==> config.mk <==
export PLATFORM = sky130hd
export DESIGN_NAME = jimmy_io_sequencer_flat
export DESIGN_NICKNAME = d
export VERILOG_FILES = /design/src/rtl/jimmy_io_sequencer_if.sv /design/src/rtl/jimmy_io_sequencer.sv /design/src/flat_wrapper.sv
export SDC_FILE = /design/constraint.sdc
export NUM_CORES = 1
export LEC_CHECK = 0
export ABC_CLOCK_PERIOD_IN_PS = 2370
export BUFFER_PORTS_ARGS = -buffer_cell sky130_fd_sc_hd__buf_4
export CAP_MARGIN = 20
export CORE_MARGIN = 1
export CORE_UTILIZATION = 33
export DETAILED_ROUTE_END_ITERATION = 8
export SLEW_MARGIN = 30
export SYNTH_ARGS = -nofsm -noshare
export SYNTH_HDL_FRONTEND = slang
export SYNTH_SLANG_ARGS = --single-unit
==> constraint.sdc <==
create_clock -name clk -period 2.37 [get_ports clk]
set_input_delay 0.237 -clock clk [delete_from_list [all_inputs] [get_ports clk]]
set_output_delay 0.237 -clock clk [all_outputs]
set_load 0.05 [all_outputs]
==> src/rtl/jimmy_io_sequencer_if.sv <==
// jimmy_io_sequencer_if
//   Bundles the host-side and CPU-side signals of the jimmy I/O sequencer.
//   slave  : used by the sequencer itself.
//   master : used by whatever drives the sequencer (host logic, CPU shim, bench).
//   Signals:
//     host_wr_valid/host_wr_data/host_wr_ready : push into the input FIFO
//     host_start/host_expected/host_clear      : run control pulses
//     host_rd_valid/host_rd_data/host_rd_ready : pop from the output FIFO
//     cpu_reset                                : active-low reset to the CPU
//     cpu_in_strobe/cpu_in_port                : CPU in_port_0 path
//     cpu_out_strobe/cpu_out_port              : CPU out_port_0 path
//     state/underflow/overflow                 : status
//   Optional macro JIMMY_IO_STATS_EN adds run_cycles and in_consumed.
interface jimmy_io_sequencer_if #(
    parameter int DATA_W = 8
);
    logic              host_wr_valid;
    logic [DATA_W-1:0] host_wr_data;
    logic              host_wr_ready;
    logic              host_start;
    logic [7:0]        host_expected;
    logic              host_clear;
    logic              host_rd_valid;
    logic [DATA_W-1:0] host_rd_data;
    logic              host_rd_ready;
    logic              cpu_reset;
    logic              cpu_in_strobe;
    logic [DATA_W-1:0] cpu_in_port;
    logic              cpu_out_strobe;
    logic [DATA_W-1:0] cpu_out_port;
    logic [1:0]        state;
    logic              underflow;
    logic              overflow;
`ifdef JIMMY_IO_STATS_EN
    logic [15:0]       run_cycles;
    logic [7:0]        in_consumed;
`endif

    modport slave (
        input  host_wr_valid, host_wr_data, host_start, host_expected,
               host_clear, host_rd_ready, cpu_in_strobe, cpu_out_strobe,
               cpu_out_port,
        output host_wr_ready, host_rd_valid, host_rd_data, cpu_reset,
               cpu_in_port, state, underflow, overflow
`ifdef JIMMY_IO_STATS_EN
      , output run_cycles, in_consumed
`endif
    );

    modport master (
        output host_wr_valid, host_wr_data, host_start, host_expected,
               host_clear, host_rd_ready, cpu_in_strobe, cpu_out_strobe,
               cpu_out_port,
        input  host_wr_ready, host_rd_valid, host_rd_data, cpu_reset,
               cpu_in_port, state, underflow, overflow
`ifdef JIMMY_IO_STATS_EN
      , input  run_cycles, in_consumed
`endif
    );
endinterface

==> src/rtl/jimmy_io_sequencer.sv <==
// jimmy_io_sequencer
//   Runs the jimmy CPU against port 0: holds the CPU in reset while the host
//   preloads the input FIFO, releases it on host_start, feeds in_port_0 from
//   the input FIFO and captures out_port_0 into the output FIFO, and ends the
//   run after host_expected outputs (DONE) or RUN_TIMEOUT cycles (TIMEOUT).
//   Ports:
//     clk   : system clock
//     reset : asynchronous active-low reset
//     bus   : jimmy_io_sequencer_if.slave (host and CPU port-0 signals)
//   Optional macro JIMMY_IO_STATS_EN adds run_cycles (RUN length, saturating
//   at 0xFFFF) and in_consumed (successful input pops this run).
module jimmy_io_sequencer #(
    parameter int DEPTH       = 16,
    parameter int DATA_W      = 8,
    parameter int RUN_TIMEOUT = 4096
) (
    input  logic                  clk,
    input  logic                  reset,
    jimmy_io_sequencer_if.slave   bus
);
    localparam int AW = $clog2(DEPTH);
    localparam int PW = AW + 1;

    typedef enum logic [1:0] {
        ST_LOAD    = 2'b00,
        ST_RUN     = 2'b01,
        ST_DONE    = 2'b10,
        ST_TIMEOUT = 2'b11
    } state_t;

    state_t            state_q, state_d;
    logic              cpu_reset_q, cpu_reset_d;
    logic [PW-1:0]     in_wp_q, in_wp_d, in_rp_q, in_rp_d;
    logic [PW-1:0]     out_wp_q, out_wp_d, out_rp_q, out_rp_d;
    logic              in_prev_q, out_prev_q;
    logic              underflow_q, underflow_d, overflow_q, overflow_d;
    logic [7:0]        expected_q, expected_d;
    logic [7:0]        out_cnt_q, out_cnt_d;
    logic [31:0]       run_cnt_q, run_cnt_d;
    logic [DATA_W-1:0] in_mem_q  [DEPTH];
    logic [DATA_W-1:0] out_mem_q [DEPTH];

    logic in_empty, in_full, out_empty, out_full;
    logic running, can_write;
    logic in_push, in_edge, in_pop;
    logic out_edge, out_pop, out_push;
    logic done_hit, to_hit;
    logic [7:0] out_cnt_inc;

    // Full/empty: equal index bits, MSB differs for full.
    assign in_empty  = (in_wp_q == in_rp_q);
    assign in_full   = (in_wp_q[AW] != in_rp_q[AW]) &&
                       (in_wp_q[AW-1:0] == in_rp_q[AW-1:0]);
    assign out_empty = (out_wp_q == out_rp_q);
    assign out_full  = (out_wp_q[AW] != out_rp_q[AW]) &&
                       (out_wp_q[AW-1:0] == out_rp_q[AW-1:0]);

    assign running   = (state_q == ST_RUN);
    assign can_write = (state_q == ST_LOAD) || (state_q == ST_RUN);

    // Falling strobe edge is where the CPU consumes/produces the value.
    assign in_push  = bus.host_wr_valid && can_write && !in_full;
    assign in_edge  = running && in_prev_q && !bus.cpu_in_strobe;
    assign in_pop   = in_edge && !in_empty;
    assign out_edge = running && out_prev_q && !bus.cpu_out_strobe;
    assign out_pop  = !out_empty && bus.host_rd_ready;
    // A same-cycle host pop frees the slot the capture needs.
    assign out_push = out_edge && (!out_full || out_pop);

    assign out_cnt_inc = out_cnt_q + 8'd1;
    assign done_hit    = out_edge && (expected_q != 8'd0) && (out_cnt_inc == expected_q);
    assign to_hit      = running && (run_cnt_q == 32'(RUN_TIMEOUT - 1));

`ifdef JIMMY_IO_STATS_EN
    logic [15:0] run_cycles_q, run_cycles_d;
    logic [7:0]  in_consumed_q, in_consumed_d;

    function automatic logic [15:0] sat16(input logic [31:0] v);
        return (v > 32'h0000_FFFF) ? 16'hFFFF : v[15:0];
    endfunction
`endif

    always_comb begin
        state_d     = state_q;
        in_wp_d     = in_wp_q  + (in_push  ? PW'(1) : PW'(0));
        in_rp_d     = in_rp_q  + (in_pop   ? PW'(1) : PW'(0));
        out_wp_d    = out_wp_q + (out_push ? PW'(1) : PW'(0));
        out_rp_d    = out_rp_q + (out_pop  ? PW'(1) : PW'(0));
        underflow_d = underflow_q || (in_edge && in_empty);
        overflow_d  = overflow_q  || (out_edge && !out_push);
        expected_d  = expected_q;
        out_cnt_d   = out_cnt_q;
        run_cnt_d   = run_cnt_q;
`ifdef JIMMY_IO_STATS_EN
        run_cycles_d  = run_cycles_q;
        in_consumed_d = in_consumed_q + (in_pop ? 8'd1 : 8'd0);
`endif
        case (state_q)
            ST_LOAD: begin
                if (bus.host_start) begin
                    state_d    = ST_RUN;
                    expected_d = bus.host_expected;
                    out_cnt_d  = 8'd0;
                    run_cnt_d  = 32'd0;
`ifdef JIMMY_IO_STATS_EN
                    in_consumed_d = 8'd0;
`endif
                end
            end
            ST_RUN: begin
                run_cnt_d = run_cnt_q + 32'd1;
                if (out_edge) out_cnt_d = out_cnt_inc;
                // DONE takes priority over a coincident timeout.
                if (done_hit)    state_d = ST_DONE;
                else if (to_hit) state_d = ST_TIMEOUT;
`ifdef JIMMY_IO_STATS_EN
                if (done_hit || to_hit) run_cycles_d = sat16(run_cnt_q + 32'd1);
`endif
            end
            default: begin
                if (bus.host_clear) begin
                    state_d     = ST_LOAD;
                    in_wp_d     = '0;
                    in_rp_d     = '0;
                    out_wp_d    = '0;
                    out_rp_d    = '0;
                    underflow_d = 1'b0;
                    overflow_d  = 1'b0;
`ifdef JIMMY_IO_STATS_EN
                    run_cycles_d  = 16'd0;
                    in_consumed_d = 8'd0;
`endif
                end
            end
        endcase
        cpu_reset_d = (state_d == ST_RUN);
    end

    always_ff @(posedge clk or negedge reset) begin
        if (!reset) begin
            state_q     <= ST_LOAD;
            cpu_reset_q <= 1'b0;
            in_wp_q     <= '0;
            in_rp_q     <= '0;
            out_wp_q    <= '0;
            out_rp_q    <= '0;
            in_prev_q   <= 1'b0;
            out_prev_q  <= 1'b0;
            underflow_q <= 1'b0;
            overflow_q  <= 1'b0;
            expected_q  <= 8'd0;
            out_cnt_q   <= 8'd0;
            run_cnt_q   <= 32'd0;
`ifdef JIMMY_IO_STATS_EN
            run_cycles_q  <= 16'd0;
            in_consumed_q <= 8'd0;
`endif
        end else begin
            state_q     <= state_d;
            cpu_reset_q <= cpu_reset_d;
            in_wp_q     <= in_wp_d;
            in_rp_q     <= in_rp_d;
            out_wp_q    <= out_wp_d;
            out_rp_q    <= out_rp_d;
            in_prev_q   <= bus.cpu_in_strobe;
            out_prev_q  <= bus.cpu_out_strobe;
            underflow_q <= underflow_d;
            overflow_q  <= overflow_d;
            expected_q  <= expected_d;
            out_cnt_q   <= out_cnt_d;
            run_cnt_q   <= run_cnt_d;
`ifdef JIMMY_IO_STATS_EN
            run_cycles_q  <= run_cycles_d;
            in_consumed_q <= in_consumed_d;
`endif
        end
    end

    // FIFO storage carries data only; validity is tracked by the pointers.
    always_ff @(posedge clk) begin
        if (in_push)  in_mem_q[in_wp_q[AW-1:0]]   <= bus.host_wr_data;
        if (out_push) out_mem_q[out_wp_q[AW-1:0]] <= bus.cpu_out_port;
    end

    assign bus.state         = state_q;
    assign bus.cpu_reset     = cpu_reset_q;
    assign bus.underflow     = underflow_q;
    assign bus.overflow      = overflow_q;
    assign bus.host_wr_ready = can_write && !in_full;
    assign bus.host_rd_valid = !out_empty;
    assign bus.host_rd_data  = out_empty ? '0 : out_mem_q[out_rp_q[AW-1:0]];
    assign bus.cpu_in_port   = in_empty  ? '0 : in_mem_q[in_rp_q[AW-1:0]];
`ifdef JIMMY_IO_STATS_EN
    assign bus.run_cycles    = run_cycles_q;
    assign bus.in_consumed   = in_consumed_q;
`endif
endmodule

==> src/flat_wrapper.sv <==
// flat-port wrapper written by rule: the top's interface ports become plain ports
module jimmy_io_sequencer_flat 
#(
    parameter int DEPTH       = 16,
    parameter int DATA_W      = 8,
    parameter int RUN_TIMEOUT = 4096
)
  (clk, reset, bus_host_wr_valid, bus_host_wr_data, bus_host_start, bus_host_expected, bus_host_clear, bus_host_rd_ready, bus_cpu_in_strobe, bus_cpu_out_strobe, bus_cpu_out_port, bus_host_wr_ready, bus_host_rd_valid, bus_host_rd_data, bus_cpu_reset, bus_cpu_in_port, bus_state, bus_underflow, bus_overflow);
  jimmy_io_sequencer_if #(.DATA_W(DATA_W)) bus_i ();
  input  logic clk;
  input  logic reset;
  input wire logic [$bits(bus_i.host_wr_valid)-1:0] bus_host_wr_valid;
  input wire logic [$bits(bus_i.host_wr_data)-1:0] bus_host_wr_data;
  input wire logic [$bits(bus_i.host_start)-1:0] bus_host_start;
  input wire logic [$bits(bus_i.host_expected)-1:0] bus_host_expected;
  input wire logic [$bits(bus_i.host_clear)-1:0] bus_host_clear;
  input wire logic [$bits(bus_i.host_rd_ready)-1:0] bus_host_rd_ready;
  input wire logic [$bits(bus_i.cpu_in_strobe)-1:0] bus_cpu_in_strobe;
  input wire logic [$bits(bus_i.cpu_out_strobe)-1:0] bus_cpu_out_strobe;
  input wire logic [$bits(bus_i.cpu_out_port)-1:0] bus_cpu_out_port;
  output wire logic [$bits(bus_i.host_wr_ready)-1:0] bus_host_wr_ready;
  output wire logic [$bits(bus_i.host_rd_valid)-1:0] bus_host_rd_valid;
  output wire logic [$bits(bus_i.host_rd_data)-1:0] bus_host_rd_data;
  output wire logic [$bits(bus_i.cpu_reset)-1:0] bus_cpu_reset;
  output wire logic [$bits(bus_i.cpu_in_port)-1:0] bus_cpu_in_port;
  output wire logic [$bits(bus_i.state)-1:0] bus_state;
  output wire logic [$bits(bus_i.underflow)-1:0] bus_underflow;
  output wire logic [$bits(bus_i.overflow)-1:0] bus_overflow;
  assign bus_i.host_wr_valid = bus_host_wr_valid;
  assign bus_i.host_wr_data = bus_host_wr_data;
  assign bus_i.host_start = bus_host_start;
  assign bus_i.host_expected = bus_host_expected;
  assign bus_i.host_clear = bus_host_clear;
  assign bus_i.host_rd_ready = bus_host_rd_ready;
  assign bus_i.cpu_in_strobe = bus_cpu_in_strobe;
  assign bus_i.cpu_out_strobe = bus_cpu_out_strobe;
  assign bus_i.cpu_out_port = bus_cpu_out_port;
  assign bus_host_wr_ready = bus_i.host_wr_ready;
  assign bus_host_rd_valid = bus_i.host_rd_valid;
  assign bus_host_rd_data = bus_i.host_rd_data;
  assign bus_cpu_reset = bus_i.cpu_reset;
  assign bus_cpu_in_port = bus_i.cpu_in_port;
  assign bus_state = bus_i.state;
  assign bus_underflow = bus_i.underflow;
  assign bus_overflow = bus_i.overflow;
  jimmy_io_sequencer #(.DEPTH(DEPTH), .DATA_W(DATA_W), .RUN_TIMEOUT(RUN_TIMEOUT)) u_core (.clk(clk), .reset(reset), .bus(bus_i));
endmodule
======== Word-level counts from Yosys, hierarchy flattened ========
Memories as Yosys holds them, arrays and structs flattened.
Cells that the tools add are included.
storage, ports and cells
  bits in writable memories ............... 256
  bits of input ports ..................... 32
  memories kept ........................... 2
  memory bits (read-only) ................. 0
  latch bits .............................. 0
  bits in registers ....................... 75
  word-level logic and storage cells ...... 100
  output and inout bits ................... 23
operators by class
  multiply operators ...................... 0
  equal/unequal tests ..................... 12
  reduce and logical (&&, ||, !) cells .... 35
  $lt $le $gt $ge ......................... 0
  bitwise operators ....................... 0
  add/subtract/negate cells ............... 6
  mux-type cells .......................... 32
  divide/modulo/power cells ............... 0
  shift operators ......................... 0
memory list
  name              depth  width  read ports  clocked after Yosys merged registers in  wr ports  line                      RTL
  u_core.in_mem_q   16     8      1           0                                        1         jimmy_io_sequencer.sv:40  logic [DATA_W-1:0] in_mem_q [DEPTH];
  u_core.out_mem_q  16     8      1           0                                        1         jimmy_io_sequencer.sv:41  logic [DATA_W-1:0] out_mem_q [DEPTH];
operator list
  operator               count
  $pmux 32 s2            1
  $mux 5                 8
  $add 32x1->32 const B  1
  $eq 32x12->1 const B   1
  $mux 32                1
  $mux 8                 4
  $add 5x5->5            4
  $logic_and 1x1->1      17
  $pmux 8 s2             1
  $mux 1                 12
  $eq 5x5->1             2
  $add 8x1->8 const B    1
  $eq 4x4->1             2
  $eq 8x8->1             1
  $mux 2                 4
  $reduce_bool 8->1      1
  $logic_not 1->1        7
  $eq 2x1->1 const B     2
  $logic_or 1x1->1       4
  $ne 2x2->1 const B     2
  $pmux 2 s2             1
  $reduce_and 2->1       2
  $reduce_and 3->1       1
  $logic_not 2->1        1
  other kinds (3)        4

======== Longest topological paths before layout ========
  depth in word-level cells ............... 10
  mapped depth ............................ 11
  depth with buffers taken out ............ 9

======== Worst setup path before layout ========
OpenSTA, ideal clock, no wires.
  path kind ............................... register to register
  start point ............................. register u_core.state_q[1], in the netlist u_core.bus.state[1]
  end point ............................... memory u_core.out_mem_q[4][0], enable pin
  stages on the path, launching flop included .. 6
  clock period less this slack ............ 2.849 ns
  library setup time ...................... 0.398 ns
  slack ................................... -0.479 ns
  data arrival time ....................... 2.452 ns
  required time ........................... 1.972 ns
  cells stage by stage .................... dfrtp_1 nand2b_1 buf_6 nor3b_4 o31a_1 nor4b_1
on the way
  cells in the longest elaborated chain, start to end .. 6
ends and longest elaborated chain
  what                            line                       RTL
  from (decl)                     jimmy_io_sequencer.sv:31   state_t state_q, state_d;
  from (signal assigned)          jimmy_io_sequencer.sv:159  state_q <= state_d;
  $eq 2x1->1                      jimmy_io_sequencer.sv:58   assign running = (state_q == ST_RUN);
  $logic_and 1x1->1 (2 in a row)  jimmy_io_sequencer.sv:65   assign out_edge = running && out_prev_q && !bus.cpu_out_strobe;
  $logic_and 1x1->1               jimmy_io_sequencer.sv:68   assign out_push = out_edge && (!out_full || out_pop);
  $mux 1                          jimmy_io_sequencer.sv:182  if (out_push) out_mem_q[out_wp_q[AW-1:0]] <= bus.cpu_out_port;
  $mux 1 (not written as such)    jimmy_io_sequencer.sv:182
  to (decl)                       jimmy_io_sequencer.sv:41
Every way passes these cells.

======== Final worst setup path ========
  start point ............................. register u_core.in_rp_q[0]
  end point ............................... output bus_cpu_in_port[0]
on the way
  cells in the longest elaborated chain, start to end .. 2
  elaborated cells between the ends (all ways) .. 3
ends and longest elaborated chain
  what                                        line                       RTL
  from (decl)                                 jimmy_io_sequencer.sv:33   logic [PW-1:0] in_wp_q, in_wp_d, in_rp_q, in_rp_d;
  from (signal assigned)                      jimmy_io_sequencer.sv:162  in_rp_q <= in_rp_d;
  $mem_v2 16x8 or $eq 5x5->1 (tied branches)  --
  $mux 8 (*)                                  jimmy_io_sequencer.sv:192  assign bus.cpu_in_port = in_empty ? '0 : in_mem_q[in_rp_q[AW-1:0]];
  to (decl)                                   flat_wrapper.sv:25         output wire logic [$bits(bus_i.cpu_in_port)-1:0] bus_cpu_in_port;
Mark *: on every way between the ends. The rest lies on a longest branch, timed or not.

==> key figures <==
Critical path
  – CP peak stage delay: 440 ps
  – CP max-delay cell: dfrtp_2
  – Worst EP arrival: 2360 ps
  – CP Cell Sequence: buf_4 > xor2_1 > nor4_4 > nor2b_4 > buf_8 > a211oi_2 > buf_6
  – Critical Path RT: 2130 ps
  – Crit path max fanout: 9
  – CP startpoint kind: flop
  – Kind of critical path: reg2out
  – Crit. End Element: primary output

Logic synthesis
  – Largest area contributor in the netlist: edfxtp_1
  – Syn Inst Count: 876
  – YS warnings: 0
  – Synth top area share: 55.0%
  – Synth area leaders: edfxtp_1, dfrtp_1, mux4_2, a211oi_1, nand2_1
  – Top FF cell, synth: edfxtp_1
  – Synthesized Nets: 918
  – Commonest cells in the netlist: edfxtp_1, dfrtp_1, mux4_2
  – Mapped cell area: 14000 um^2
  – Ys async rst share: 22.7%
  – Syn Area/Cell: 16.0 um^2
  – Register bit count reported by yosys: 331
  – Yosys cell types: 56
  – Post-synth EDFFs: 256
  – Most frequent cell after synthesis: edfxtp_1
  – Register area share after synthesis: 68.4%

Final layout
  – Finished Core Util: 42.2%
  – Sequential cell area: 9570 um^2
  – Share of cells above drive strength 1: 33.0%
  – Multi-input logic area: 4610 um^2
  – Diodes inserted: 0
  – Final net count: 1071
  – # fillers: 3712
  – Syn-to-layout area delta: 26.3%

Hold path
  – Hold Path Class: in2reg

Placed design
  – DP HPWL: 19.5 mm
  – Port Buffers: 54
  – Routability congestion estimate: 0.774

Status
  – Failing checks: negative setup slack
  – Status: finished, violations left

GRT
  – Initial antenna violation count: 0
  – Gr ovfl total: 0
  – Tot GR Track Use: 14.5%
  – Pin count of the biggest net entering global routing: 44
  – Vias in the first global route: 8281
  – First-pass GRT wire length: 48.1 mm

Clock network
  – Cts bufs inserted: 37
  – Clock tree buffer depth: 3
  – Clock transition at path regs: 60 ps
  – Clock Latency Late Sink: 550 ps
  – CTS tree: built
  – H-tree levels: 2
  – Number of sinks on the clock net: 331
  – Clock root cell: clkbuf_16

Floorplanning
  – Die ar.: 43200 um^2
  – Initial Utilization: 33.4%
  – Ports: 55
  – Chip Width: 208 um
  – Core region area: 41900 um^2
  – # rows: 75
  – Die Ht: 208 um

Routing
  – ANT nets after route: 0
  – Residual DRC count: 0
  – Drt first pass iters: 5
  – Vias per cell: 5.14
  – Via count: 8204
  – WL final: 31.4 mm
  – DRT iter0 DRCs: 623
  – Wire per inst: 19.7 um

Timing
  – Period utilization: 109%
  – # setup viols final: 25
  – Final Hold Fails: 0
  – Final setup skew: 27.1 ps
  – Final setup TNS: -3230 ps
  – Slew @ Worst Pin: 734 ps
  – Fmax achieved: 385 MHz
  – Post-route setup slack: -224 ps
  – Fin crit period: 2590 ps
  – Max Slew Vio Count: 0
  – Slew headroom: 50.8%
  – RSZ-0062 raised after global routing: yes

Run
  – Max_cap viols: 0

Power
  – Peak supply drop: 0.918 mV
  – LEAKAGE: 6.18 nW
  – Power per cell area: 1280 nW/um^2
[layout make-up]
type | instances | area share [%]
Timing Repair Buffer | 155 | 8.93
Clock inverter | 18 | 0.922
Sequential cell | 331 | 54.2
Inverter | 8 | 0.184
Multi-Input combinational cell | 496 | 26.1
Clock buffer | 50 | 5.81
Tap cell | 539 | 3.82
[logic make-up after synthesis]
family / after synthesis / synth area share [%]
DFF: 331 / 68.4
and+or+nand+nor: 248 / 9.44
AOI/OAI and AO/OA: 121 / 5.68
muxes: 86 / 11.9
buffers and inverters: 49 / 1.73
xor gates and xnor gates: 31 / 1.94
adders and majority gates: 10 / 0.895
[per-stage QoR]
step           setup slack, ps  instance area, um^2  power, mW  cells  hold slack [ps]
6_report                  -224                17600       22.5   1597             22.7
4_1_cts                   -265                17300       22.2   1587             1.60
3_5_place_dp               148                15600       15.5   1498              294
5_1_grt                   -292                17600       23.6   1597             13.3
2_1_floorplan            -72.3                14100       13.0    876            -58.6
3_3_place_gp               153                15600       15.5   1498              289
[cells in the final DEF, fill, tap and decap left out, drive strengths merged, types with 16 or more instances in the layout]
master | netlist | final
edfxtp | 256 | 256
buf | 27 | 137
dfrtp | 75 | 75
mux4 | 64 | 64
nand2 | 62 | 62
clkbuf | 14 | 54
nor2 | 50 | 50
a211oi | 33 | 33
o21ai | 32 | 32
nand3 | 31 | 31
mux2i | 22 | 22
nor2b | 20 | 20
xnor2 | 16 | 16
[worst max-delay path: cells and delay by family (launching register included)]
family          cells  cell delay [ps]
xor+xnor            1              180
flops               1              440
compound gates      1               80
buf+inv             3              500
simple gates        2              600
[power breakdown]
part / total, mW / internal [mW] / switching, mW
clock: 5.59 / 3.27 / 2.32
combinational: 9.43 / 4.29 / 5.14
sequential: 7.50 / 7.01 / 0.497
total: 22.5 / 14.6 / 7.96
[flip-flops by register name, indices dropped and copies added (netlist names)]
register              cells
u_core.bus.overflow       1
u_core.out_prev_q         1
u_core.out_rp_q           5
u_core.out_cnt_q          8
u_core.out_mem_q        128
u_core.in_wp_q            5
u_core.bus.state          2
u_core.run_cnt_q         32
u_core.in_mem_q         128
u_core.out_wp_q           5
u_core.in_prev_q          1
u_core.bus.cpu_reset      1
u_core.bus.underflow      1
u_core.in_rp_q            5
u_core.expected_q         8
[repair_timing]
item                       in CTS  in global routing
buffers inserted                4                  6
gates resized for setup        64                 48
hold buffers                   14                  0
gates cloned                    3                  4
pin swaps                      20                 20
hold endpoints to repair       82                  0
setup endpoints to repair      16                 98
[per-layer routing]
| layer | up-vias | part of all wire (%) | GRT usage [%] |
|---|---|---|---|
| li1 | 3768 | - | - |
| met1 | 4183 | 46 | 19.8 |
| met2 | 200 | 47 | 23.3 |
| met3 | 53 | 4.6 | 2.72 |
| met4 | 0 | 2.5 | 4.62 |
| met5 | - | 0 | 0 |
[final timing paths]
kind | from | to | slack [ps] | cells after the start
min in group asynchronous | reset | u_core.in_wp_q[1]$_DFF_PN0_ | 230 | 2
setup / recovery | u_core.in_rp_q[0]$_DFF_PN0_ | bus_cpu_in_port[0] | -220 | 7
max in group asynchronous | reset | u_core.run_cnt_q[18]$_DFFE_PN0P_ | 1470 | 3
hold reg to reg | u_core.run_cnt_q[31]$_DFFE_PN0P_ | u_core.run_cnt_q[31]$_DFFE_PN0P_ | 500 | 1
setup reg to reg | u_core.out_rp_q[0]$_DFF_PN0_ | u_core.out_mem_q[6][4]$_DFFE_PP_ | -10 | 10
hold / removal | bus_cpu_out_port[2] | u_core.out_mem_q[4][2]$_DFFE_PP_ | 20 | 1
(Power assumes the default switching activity.)
